### src/rtl/i2s_receiver_if.sv
`default_nettype none
// ============================================================================
// Module   : i2s_receiver_if
// Brief    : I2S serial lines from the codec plus the parallel sample outputs.
// Revision : 1.0 - initial release
// ============================================================================
interface i2s_receiver_if #(
    parameter int SAMPLE_W = 24
);
    logic                LRCLK;
    logic                SCLK;
    logic                SDATA;
    logic [SAMPLE_W-1:0] left_sample;
    logic [SAMPLE_W-1:0] right_sample;
    logic                sample_valid;
    logic                frame_err;

    // The codec is the bus master: it drives the serial lines.
    modport master (
        output LRCLK, SCLK, SDATA,
        input  left_sample, right_sample, sample_valid, frame_err
    );

    modport slave (
        input  LRCLK, SCLK, SDATA,
        output left_sample, right_sample, sample_valid, frame_err
    );
endinterface
`default_nettype wire

### src/rtl/i2s_receiver.sv
`default_nettype none
// ============================================================================
// Module   : i2s_receiver
// Brief    : I2S ADC stream to parallel left/right samples in the clk domain.
//            Optional slot-length checking under I2S_RX_FRAME_CHECK_EN.
// Revision : 1.0 - initial release
// ============================================================================
module i2s_receiver #(
    parameter int SAMPLE_W = 24,
    parameter int SLOT_W   = 32
) (
    input  logic          clk,
    input  logic          reset,
    i2s_receiver_if.slave bus
);

    localparam int                 c_CNT_W = $clog2(SLOT_W + 1);
    localparam logic [c_CNT_W-1:0] c_BITS  = c_CNT_W'(SAMPLE_W);
    localparam logic [c_CNT_W-1:0] c_LAST  = c_CNT_W'(SAMPLE_W - 1);

    localparam logic [1:0] c_ST_SYNC  = 2'd0;
    localparam logic [1:0] c_ST_LEFT  = 2'd1;
    localparam logic [1:0] c_ST_RIGHT = 2'd2;

    logic r_lr_s1, r_lr_s2;
    logic r_sclk_s1, r_sclk_s2, r_sclk_s3;
    logic r_sd_s1, r_sd_s2;

    logic                r_lr_prev;
    logic [c_CNT_W-1:0]  r_bit_cnt;
    logic [SAMPLE_W-1:0] r_shreg;
    logic [SAMPLE_W-1:0] r_left_stage;
    logic                r_left_ok;
    logic                r_pair_pend;
    logic [1:0]          r_state;
    logic [SAMPLE_W-1:0] r_left_sample;
    logic [SAMPLE_W-1:0] r_right_sample;
    logic                r_sample_valid;

    logic                w_rise;
    logic                w_bound;
    logic                w_shift;
    logic                w_word_done;
    logic [SAMPLE_W-1:0] w_shreg_nxt;
    logic [1:0]          w_state_nxt;
    logic                w_left_ok_nxt;
    logic                w_stage_ld;
    logic                w_pair_ld;

    always_ff @(posedge clk or posedge reset) begin
        if (reset) begin
            r_lr_s1   <= 1'b0;
            r_lr_s2   <= 1'b0;
            r_sclk_s1 <= 1'b0;
            r_sclk_s2 <= 1'b0;
            r_sclk_s3 <= 1'b0;
            r_sd_s1   <= 1'b0;
            r_sd_s2   <= 1'b0;
        end else begin
            r_lr_s1   <= bus.LRCLK;
            r_lr_s2   <= r_lr_s1;
            r_sclk_s1 <= bus.SCLK;
            r_sclk_s2 <= r_sclk_s1;
            r_sclk_s3 <= r_sclk_s2;
            r_sd_s1   <= bus.SDATA;
            r_sd_s2   <= r_sd_s1;
        end
    end

    // The boundary rise carries the previous slot's LSB, so it never shifts.
    assign w_rise      = r_sclk_s2 & ~r_sclk_s3;
    assign w_bound     = w_rise & (r_lr_s2 != r_lr_prev);
    assign w_shift     = w_rise & ~w_bound & (r_bit_cnt < c_BITS);
    assign w_word_done = w_shift & (r_bit_cnt == c_LAST);
    assign w_shreg_nxt = {r_shreg[SAMPLE_W-2:0], r_sd_s2};

    always_comb begin
        w_state_nxt   = r_state;
        w_left_ok_nxt = r_left_ok;
        w_stage_ld    = 1'b0;
        w_pair_ld     = 1'b0;
        if (w_bound) begin
            if (r_lr_s2) begin
                if (r_state != c_ST_SYNC) begin
                    w_state_nxt = c_ST_RIGHT;
                    // A short left word or an out-of-order boundary voids the pair.
                    if ((r_state != c_ST_LEFT) || (r_bit_cnt != c_BITS))
                        w_left_ok_nxt = 1'b0;
                end
            end else begin
                w_state_nxt   = c_ST_LEFT;
                w_left_ok_nxt = 1'b0;
            end
        end else if (w_word_done) begin
            case (r_state)
                c_ST_LEFT: begin
                    w_stage_ld    = 1'b1;
                    w_left_ok_nxt = 1'b1;
                end
                c_ST_RIGHT: begin
                    w_pair_ld     = r_left_ok;
                    w_left_ok_nxt = 1'b0;
                end
                default: ;
            endcase
        end
    end

    always_ff @(posedge clk or posedge reset) begin
        if (reset) begin
            r_state        <= c_ST_SYNC;
            r_left_ok      <= 1'b0;
            r_lr_prev      <= 1'b0;
            r_bit_cnt      <= '0;
            r_shreg        <= '0;
            r_left_stage   <= '0;
            r_pair_pend    <= 1'b0;
            r_left_sample  <= '0;
            r_right_sample <= '0;
            r_sample_valid <= 1'b0;
        end else begin
            r_state     <= w_state_nxt;
            r_left_ok   <= w_left_ok_nxt;
            r_pair_pend <= w_pair_ld;
            if (w_rise)
                r_lr_prev <= r_lr_s2;
            if (w_bound)
                r_bit_cnt <= '0;
            else if (w_shift)
                r_bit_cnt <= r_bit_cnt + 1'b1;
            if (w_shift)
                r_shreg <= w_shreg_nxt;
            if (w_stage_ld)
                r_left_stage <= w_shreg_nxt;
            r_sample_valid <= r_pair_pend;
            if (r_pair_pend) begin
                r_left_sample  <= r_left_stage;
                r_right_sample <= r_shreg;
            end
        end
    end

    assign bus.left_sample  = r_left_sample;
    assign bus.right_sample = r_right_sample;
    assign bus.sample_valid = r_sample_valid;

`ifdef I2S_RX_FRAME_CHECK_EN
    localparam int                   c_SLOT_CW  = $clog2(SLOT_W + 2);
    localparam logic [c_SLOT_CW-1:0] c_SLOT_LEN = c_SLOT_CW'(SLOT_W);
    localparam logic [c_SLOT_CW-1:0] c_SLOT_MAX = '1;

    logic [c_SLOT_CW-1:0] r_slot_cnt;
    logic                 r_frame_err;

    // The boundary rise opens the new slot with a count of one.
    always_ff @(posedge clk or posedge reset) begin
        if (reset) begin
            r_slot_cnt  <= '0;
            r_frame_err <= 1'b0;
        end else if (w_rise) begin
            if (w_bound) begin
                if ((r_state != c_ST_SYNC) && (r_slot_cnt != c_SLOT_LEN))
                    r_frame_err <= 1'b1;
                r_slot_cnt <= c_SLOT_CW'(1);
            end else if (r_slot_cnt != c_SLOT_MAX) begin
                r_slot_cnt <= r_slot_cnt + 1'b1;
            end
        end
    end

    assign bus.frame_err = r_frame_err;
`else
    assign bus.frame_err = 1'b0;
`endif

endmodule
`default_nettype wire

### src/flat_wrapper.sv
// flat-port wrapper written by rule: the top's interface ports become plain ports
module i2s_receiver_flat 
#(
    parameter int SAMPLE_W = 24,
    parameter int SLOT_W   = 32
)
  (clk, reset, bus_LRCLK, bus_SCLK, bus_SDATA, bus_left_sample, bus_right_sample, bus_sample_valid, bus_frame_err);
  i2s_receiver_if #(.SAMPLE_W(SAMPLE_W)) bus_i ();
  input  logic clk;
  input  logic reset;
  input wire logic [$bits(bus_i.LRCLK)-1:0] bus_LRCLK;
  input wire logic [$bits(bus_i.SCLK)-1:0] bus_SCLK;
  input wire logic [$bits(bus_i.SDATA)-1:0] bus_SDATA;
  output wire logic [$bits(bus_i.left_sample)-1:0] bus_left_sample;
  output wire logic [$bits(bus_i.right_sample)-1:0] bus_right_sample;
  output wire logic [$bits(bus_i.sample_valid)-1:0] bus_sample_valid;
  output wire logic [$bits(bus_i.frame_err)-1:0] bus_frame_err;
  assign bus_i.LRCLK = bus_LRCLK;
  assign bus_i.SCLK = bus_SCLK;
  assign bus_i.SDATA = bus_SDATA;
  assign bus_left_sample = bus_i.left_sample;
  assign bus_right_sample = bus_i.right_sample;
  assign bus_sample_valid = bus_i.sample_valid;
  assign bus_frame_err = bus_i.frame_err;
  i2s_receiver #(.SAMPLE_W(SAMPLE_W), .SLOT_W(SLOT_W)) u_core (.clk(clk), .reset(reset), .bus(bus_i));
endmodule
### config.mk
export PLATFORM = sky130hd
export DESIGN_NAME = i2s_receiver_flat
export DESIGN_NICKNAME = d
export VERILOG_FILES = /design/src/rtl/i2s_receiver_if.sv /design/src/rtl/i2s_receiver.sv /design/src/flat_wrapper.sv
export SDC_FILE = /design/constraint.sdc
export NUM_CORES = 1
export LEC_CHECK = 0
export CORE_MARGIN = 1
export CORE_UTILIZATION = 35
export CTS_BUF_LIST = sky130_fd_sc_hd__clkbuf_2
export CTS_CLUSTER_DIAMETER = 30
export DETAILED_ROUTE_END_ITERATION = 16
export MAX_ROUTING_LAYER = met4
export PLACE_DENSITY = 0.56
export SLEW_MARGIN = 10
export SYNTH_ARGS = -nofsm -noshare
export SYNTH_HDL_FRONTEND = slang
export SYNTH_SLANG_ARGS = --single-unit
### constraint.sdc
create_clock -name clk -period 4.15 [get_ports clk]
set_clock_uncertainty 0.05 [all_clocks]
set_input_delay 1.245 -clock clk [delete_from_list [all_inputs] [get_ports clk]]
set_output_delay 1.245 -clock clk [all_outputs]
set_load 0.05 [all_outputs]
==> flow_summary.yaml, run 1 <==
outcome:
  status: "finished, final reports clean"
yosys:
  async_flop_share_pct: 100
  synth_top_cell_by_area: "dfrtp_1"
  muxShareOfSynthArea_pct: 24.9
  synth_top_family_by_area: "multiplexers"
  ys_seq_area_share_pct: 65.8
  synthFlopType: "dfrtp_1"
  yosysTopAreaCellShare_pct: 65.8
  syn_nets: 291
  synth-compound-area-share_pct: 1.46
  syn-cell-area_mm2: 0.00438
  ys_ff_latch: 115
  synthTopCellsByArea: "dfrtp_1 (66%), mux2_2 (25%), ha_1 (1.4%)"
  synth_warnings: 0
  synth_edf_count: 0
  synthSimpleGateAreaFrac_pct: 4.49
  postSynthAreaPerCell_um2: 15.6
  synth_xor_area_share_pct: 0.200
  synth_cell_types: 31
  syn_inst: 281
  synth_fa_ha_area_share_pct: 1.43
setup_path:
  worstSetupPathType: "flop to primary output"
  critPathTopFamily: "buffers and inverters"
  cpPeakStageDelay_ns: 0.81
  endpoint_kind: "primary output"
  crit_required_ns: 2.85
  regToRegStartpoint: "u_core.r_lr_s2"
  worstPathArrival_ns: 1.85
  critPathSlowestCell: "clkdlybuf4s50_1"
  start_kind: "flop"
  crit_path_cell_trace: "clkdlybuf4s50_1"
  crit_start: "u_core.bus.left_sample[2]"
  critPathMaxFanout: 2
  rr_worst_depth: 4
  regToRegEndpoint: "u_core.r_shreg[16]"
  rrSetupSlack_ns: 1.65
  crit_buf_inv: 1
floorplan:
  initial_core_util_pct: 36.1
  ioPinCount: 55
  fp.dieH_um: 114
  die-area_mm2: 0.0130
  fp.coreArea_mm2: 0.0121
  die_x_um: 114
  rows: 40
clocking:
  cts-root-to-sink-buffers: 2
  numCtsBuffers: 17
  clk-insertion-delay-late_ns: 0.62
  cts_root_buf: "clkbuf_2"
  htree_levels: 4
  cts_tree: "built"
  cts_resized: 0
  cts_setup_buffers: 0
  holdBufCountCts: 0
  cts.sink_count: 115
  clk_pin_slew_worst_paths_ns: 0.16
placed_design:
  post-dp-hpwl_um: 4590
  routabilityCongestion: 0.741
  post_dp_cell_area_mm2: 0.00510
  pre_cts_ws_ns: 1.52
  portBuffers: 53
pwr:
  p_per_area_mw_per_mm2: 382
  p_leak_nw: 2.57
  fin_total_pwr_mw: 2.03
  peakVddDrop_mv: 0.195
drt:
  drt_iter0_markers: 112
  vias_per_cell: 4.61
  highest_layer: "met4"
  route.vias.total: 2432
  postRouteWirelength_um: 7270
  wl_met2_um: 3420
  firstDrtPassIters: 4
  wl_per_cell_um: 13.8
  dr_wl_met3_um: 322
  antenna_left: 0
  drc: 0
  wl_met1_um: 3430
layout:
  fill_cells: 1165
  fin_util_pct: 43.8
  area_delta_synth_final_pct: 21.3
  final_layout_size_suffix_gt1_share_pct: 36.9
  fin_area_mm2: 0.00531
  mostFrequentLayoutCells: "dfrtp_1 (114), mux2_2 (96), clkdlybuf4s50_1 (53), clkbuf_2 (23), nand2_1 (13)"
  final_common_cell: "dfrtp_1"
  nets: 356
grt:
  antenna_found_initial: 1
  grt_overflow_total: 0
  grt_pass1_wl_um: 12800
  grt_max_degree: 73
  grt_pass1_vias: 2551
  grt_usage_pct: 13.4
timing:
  slew_viol_final: 0
  setup_viol: 0
  max-slew-margin-rel_pct: 23.9
  rsz0062_at_grt: "no"
  finalHoldViolations: 0
  layout_setup_ws_ns: 1.01
  layout_min_cycle_time_ns: 3.14
  max_freq_ghz: 0.318
  fin_tns_setup_ns: 0
  fin_crit_sh_pct: 75.7
  worst_pin_slew_ns: 1.14
hold_path:
  hp-start: "u_core.r_sclk_s1"
  worstHoldEndpoint: "u_core.r_sclk_s2"
  hp-class: "flop to flop"
  hold_depth: 0
flow_run:
  max_cap_violations: 0
## report_power, final
part | switching (mW) | internal [mW]
clock | 0.383 | 0.279
sequential | 0.0592 | 1.18
combinational | 0.0648 | 0.0608
total | 0.507 | 1.52
## registers in the layout, indices dropped and copies added (netlist names), 2 cells and up
register,cells
u_core.r_shreg,24
u_core.r_left_stage,24
u_core.r_bit_cnt,6
u_core.r_state,2
u_core.bus.right_sample,24
u_core.bus.left_sample,24
## worst max path at each step
stage	to	slack, ns	depth (start not counted)
5_1_grt	bus_left_sample[22]	0.85	1
3_3_place_gp	u_core.r_left_stage[5]	1.54	3
6_report	bus_left_sample[2]	1.01	1
2_1_floorplan	u_core.bus.left_sample[0]	1.46	1
3_5_place_dp	u_core.bus.left_sample[5]	1.52	3
4_1_cts	bus_left_sample[2]	0.90	1
## routing by layer
layer  vias to the layer above  global-route usage, %
met5                         -                      -
met4                         0                   6.49
met3                         6                   4.46
met2                        48                   19.5
met1                      1249                   16.8
li1                       1129                      -
## Yosys cell counts, types with 2 or more instances
cell / count
o211ai_1: 2
and2_1: 3
inv_1: 5
ha_1: 5
buf_2: 4
clkbuf_1: 5
a21oi_1: 3
nand2b_1: 4
o21ai_0: 2
mux2_2: 96
dfrtp_1: 115
buf_4: 2
nand2_1: 13
nor4_1: 2
nor2_1: 4
## kinds of logic after synthesis
group / Yosys count
adder cells (fa/ha/maj): 5
other: 1
multiplexers: 97
AND/OR/NAND/NOR: 36
flip-flops: 115
XOR/XNOR: 1
AO/OA/AOI/OAI: 10
buffers and inverters: 16
## through the flow
step,hold slack [ns],instances
detailed placement,0.285,495
global route,0.314,527
global placement,0.282,495
CTS,0.303,526
finish,0.303,527
floorplan,0.281,281
## cell type report
class / count / area [um^2] / share of cell area [%]
Sequential cell: 115 / 2880 / 54.2
Timing Repair Buffer: 57 / 561 / 10.6
Multi-Input combinational cell: 150 / 1430 / 27.0
Clock inverter: 8 / 86.3 / 1.63
Clock buffer: 23 / 115 / 2.17
Antenna cell: 1 / 2.50 / 0.0471
Tap cell: 168 / 210 / 3.96
Inverter: 5 / 22.5 / 0.424
Power figures use the tool's default switching activity.
==> run 2, diff against run 1 <==
- PLACE_DENSITY: 0.56 -> 0.54
- clock period: 4.15 -> 3 ns (I/O delays scaled with it)
==> run 2 against run 1 <==
Largest power group unchanged. Critical endpoint is now bus_left_sample[22]. Critical path type unchanged. Hold slack better by 0.014 ns. Cell count is 0.76% higher. Flip-flop and latch count stayed put. Final area is 2.1% higher. Combinational power is 48% higher. Highest routed layer unchanged.
==> flow_summary.yaml, run 2 (synthesis results as in run 1) <==
outcome:
  status: "finished, final reports clean"
drt:
  wl_per_cell_um: 14.2
  postRouteWirelength_um: 7530
  route.vias.total: 2494
  drt_iter0_markers: 113
  firstDrtPassIters: 4
  antenna_left: 0
  vias_per_cell: 4.70
  drc: 0
clocking:
  cts-root-to-sink-buffers: 2
  cts.sink_count: 115
  holdBufCountCts: 0
  cts_setup_buffers: 0
  cts_resized: 0
  clk_pin_slew_worst_paths_ns: 0.15
  htree_levels: 4
  cts_root_buf: "clkbuf_2"
  clk-insertion-delay-late_ns: 0.62
  cts_tree: "built"
  numCtsBuffers: 17
grt:
  antenna_found_initial: 1
  grt_overflow_total: 0
  use_met3_pct: 4.41
  grt_pass1_wl_um: 13100
  grt_max_degree: 45
  met2_usage_pct: 20.4
  gr-usage-met1_pct: 17.0
  grt.busiest_layer: "met2"
  grt_pass1_vias: 2596
  grt_usage_pct: 13.7
floorplan:
  die_x_um: 114
  fp.coreArea_mm2: 0.0121
  fp.dieH_um: 114
  rows: 40
  initial_core_util_pct: 36.1
  die-area_mm2: 0.0130
  ioPinCount: 55
setup_path:
  path_depth: 1
  rr_worst_depth: 4
  crit_required_ns: 2.05
  endpoint_kind: "primary output"
  critPathMaxFanout: 2
  cpPeakStageDelay_ns: 0.82
  regToRegEndpoint: "u_core.r_shreg[14]"
  critPathTopFamily: "buffers and inverters"
  worstPathArrival_ns: 1.85
  worstSetupPathType: "flop to primary output"
  regToRegStartpoint: "u_core.r_lr_s2"
  crit_buf_inv: 1
  critPathSlowestCell: "clkdlybuf4s50_1"
  rrSetupSlack_ns: 0.59
  start_kind: "flop"
  crit_path_cell_trace: "clkdlybuf4s50_1"
layout:
  area_delta_synth_final_pct: 23.8
  final_layout_size_suffix_gt1_share_pct: 37.8
  nets: 359
  final_common_cell: "dfrtp_1"
  fill_cells: 1152
  mostFrequentLayoutCells: "dfrtp_1 (114), mux2_2 (96), clkdlybuf4s50_1 (53), clkbuf_2 (20), nand2_1 (13)"
placed_design:
  routabilityCongestion: 0.805
  post-dp-hpwl_um: 4970
  portBuffers: 53
timing:
  max-slew-margin-rel_pct: 31.1
  fin_tns_setup_ns: 0
  worst_pin_slew_ns: 1.02
  fin_crit_sh_pct: 93.2
  whs_ns: 0.317
  setup_viol: 0
  layout_min_cycle_time_ns: 2.80
  max_freq_ghz: 0.358
  rsz0062_at_grt: "no"
  finalHoldViolations: 0
  slew_viol_final: 0
pwr:
  p_per_area_mw_per_mm2: 537
  p_leak_nw: 2.62
  peakVddDrop_mv: 0.296
hold_path:
  hp-class: "flop to flop"
  hp-start: "u_core.r_sd_s1"
  hold_depth: 0
  worstHoldEndpoint: "u_core.r_sd_s2"
flow_run:
  max_cap_violations: 0
-- run 2: cell count changes in the layout (fill, tap and decap cells not counted) --
cell,before,now
buf_12,0,4
clkbuf_2,23,20
clkinv_2,3,5
buf_4,4,3
bufinv_16,2,3
clkinv_1,3,2
clkinv_4,0,1
clkinvlp_4,1,2
-- run 2: worst max path at each step --
| stage | from | to | slack [ns] |
|---|---|---|---|
| 2_1_floorplan | reset | u_core.bus.left_sample[0] | 0.65 |
| 3_3_place_gp | u_core.r_lr_s2 | u_core.r_shreg[14] | 0.62 |
| 3_5_place_dp | u_core.r_lr_prev | u_core.r_shreg[23] | 0.59 |
| 4_1_cts | u_core.bus.left_sample[22] | bus_left_sample[22] | 0.13 |
| 5_1_grt | u_core.bus.left_sample[7] | bus_left_sample[7] | 0.06 |
| 6_report | u_core.bus.left_sample[22] | bus_left_sample[22] | 0.20 |
-- run 2: worst register-to-register path, cell delays in order, from the launching register on --
cell and delay (ns):
dfrtp_1 0.48, xor2_1 0.50, or4b_1 0.54, buf_4 0.35
mux2_2 0.37
-- run 2: layout make-up --
type                    count  area [um^2]  area share (%)
clock inverters            12          139            2.56
multi-input cells         150         1430            26.4
clock buffers              20          100            1.85
repair buffers             60          633            11.7
well taps                 168          210            3.88
inverters                   5         22.5           0.416
diodes                      1         2.50          0.0462
flip-flops and latches    115         2880            53.1
-- run 2: per-stage QoR --
step | util [%] | cell area [um^2] | std cells | power [mW] | setup WS [ns]
CTS | 44.7 | 5420 | 530 | 2.96 | 0.131
detailed placement | 42.7 | 5180 | 498 | 1.94 | 0.588
global placement | 42.7 | 5180 | 498 | 1.93 | 0.619
floorplan | - | 4380 | 281 | 1.86 | 0.651
finish | 44.7 | 5420 | 531 | 2.91 | 0.205
global route | 44.7 | 5420 | 531 | 3.08 | 0.0618
-- run 2: report_power, final --
part           switching, mW  internal (mW)  total (mW)  leakage, nW
clock                  0.548          0.463        1.01        0.152
sequential            0.0808           1.63        1.71         1.57
combinational         0.0941         0.0918       0.186        0.897
total                  0.723           2.19        2.91         2.62
-- run 2: per-layer routing --
| metal | part of all wire, % | routed length (um) | up-vias |
|---|---|---|---|
| li1 | - | - | 1131 |
| met1 | 47 | 3530 | 1292 |
| met2 | 47 | 3560 | 61 |
| met3 | 4.1 | 306 | 10 |
| met4 | 1.7 | 128 | 0 |
| met5 | 0 | 0 | - |
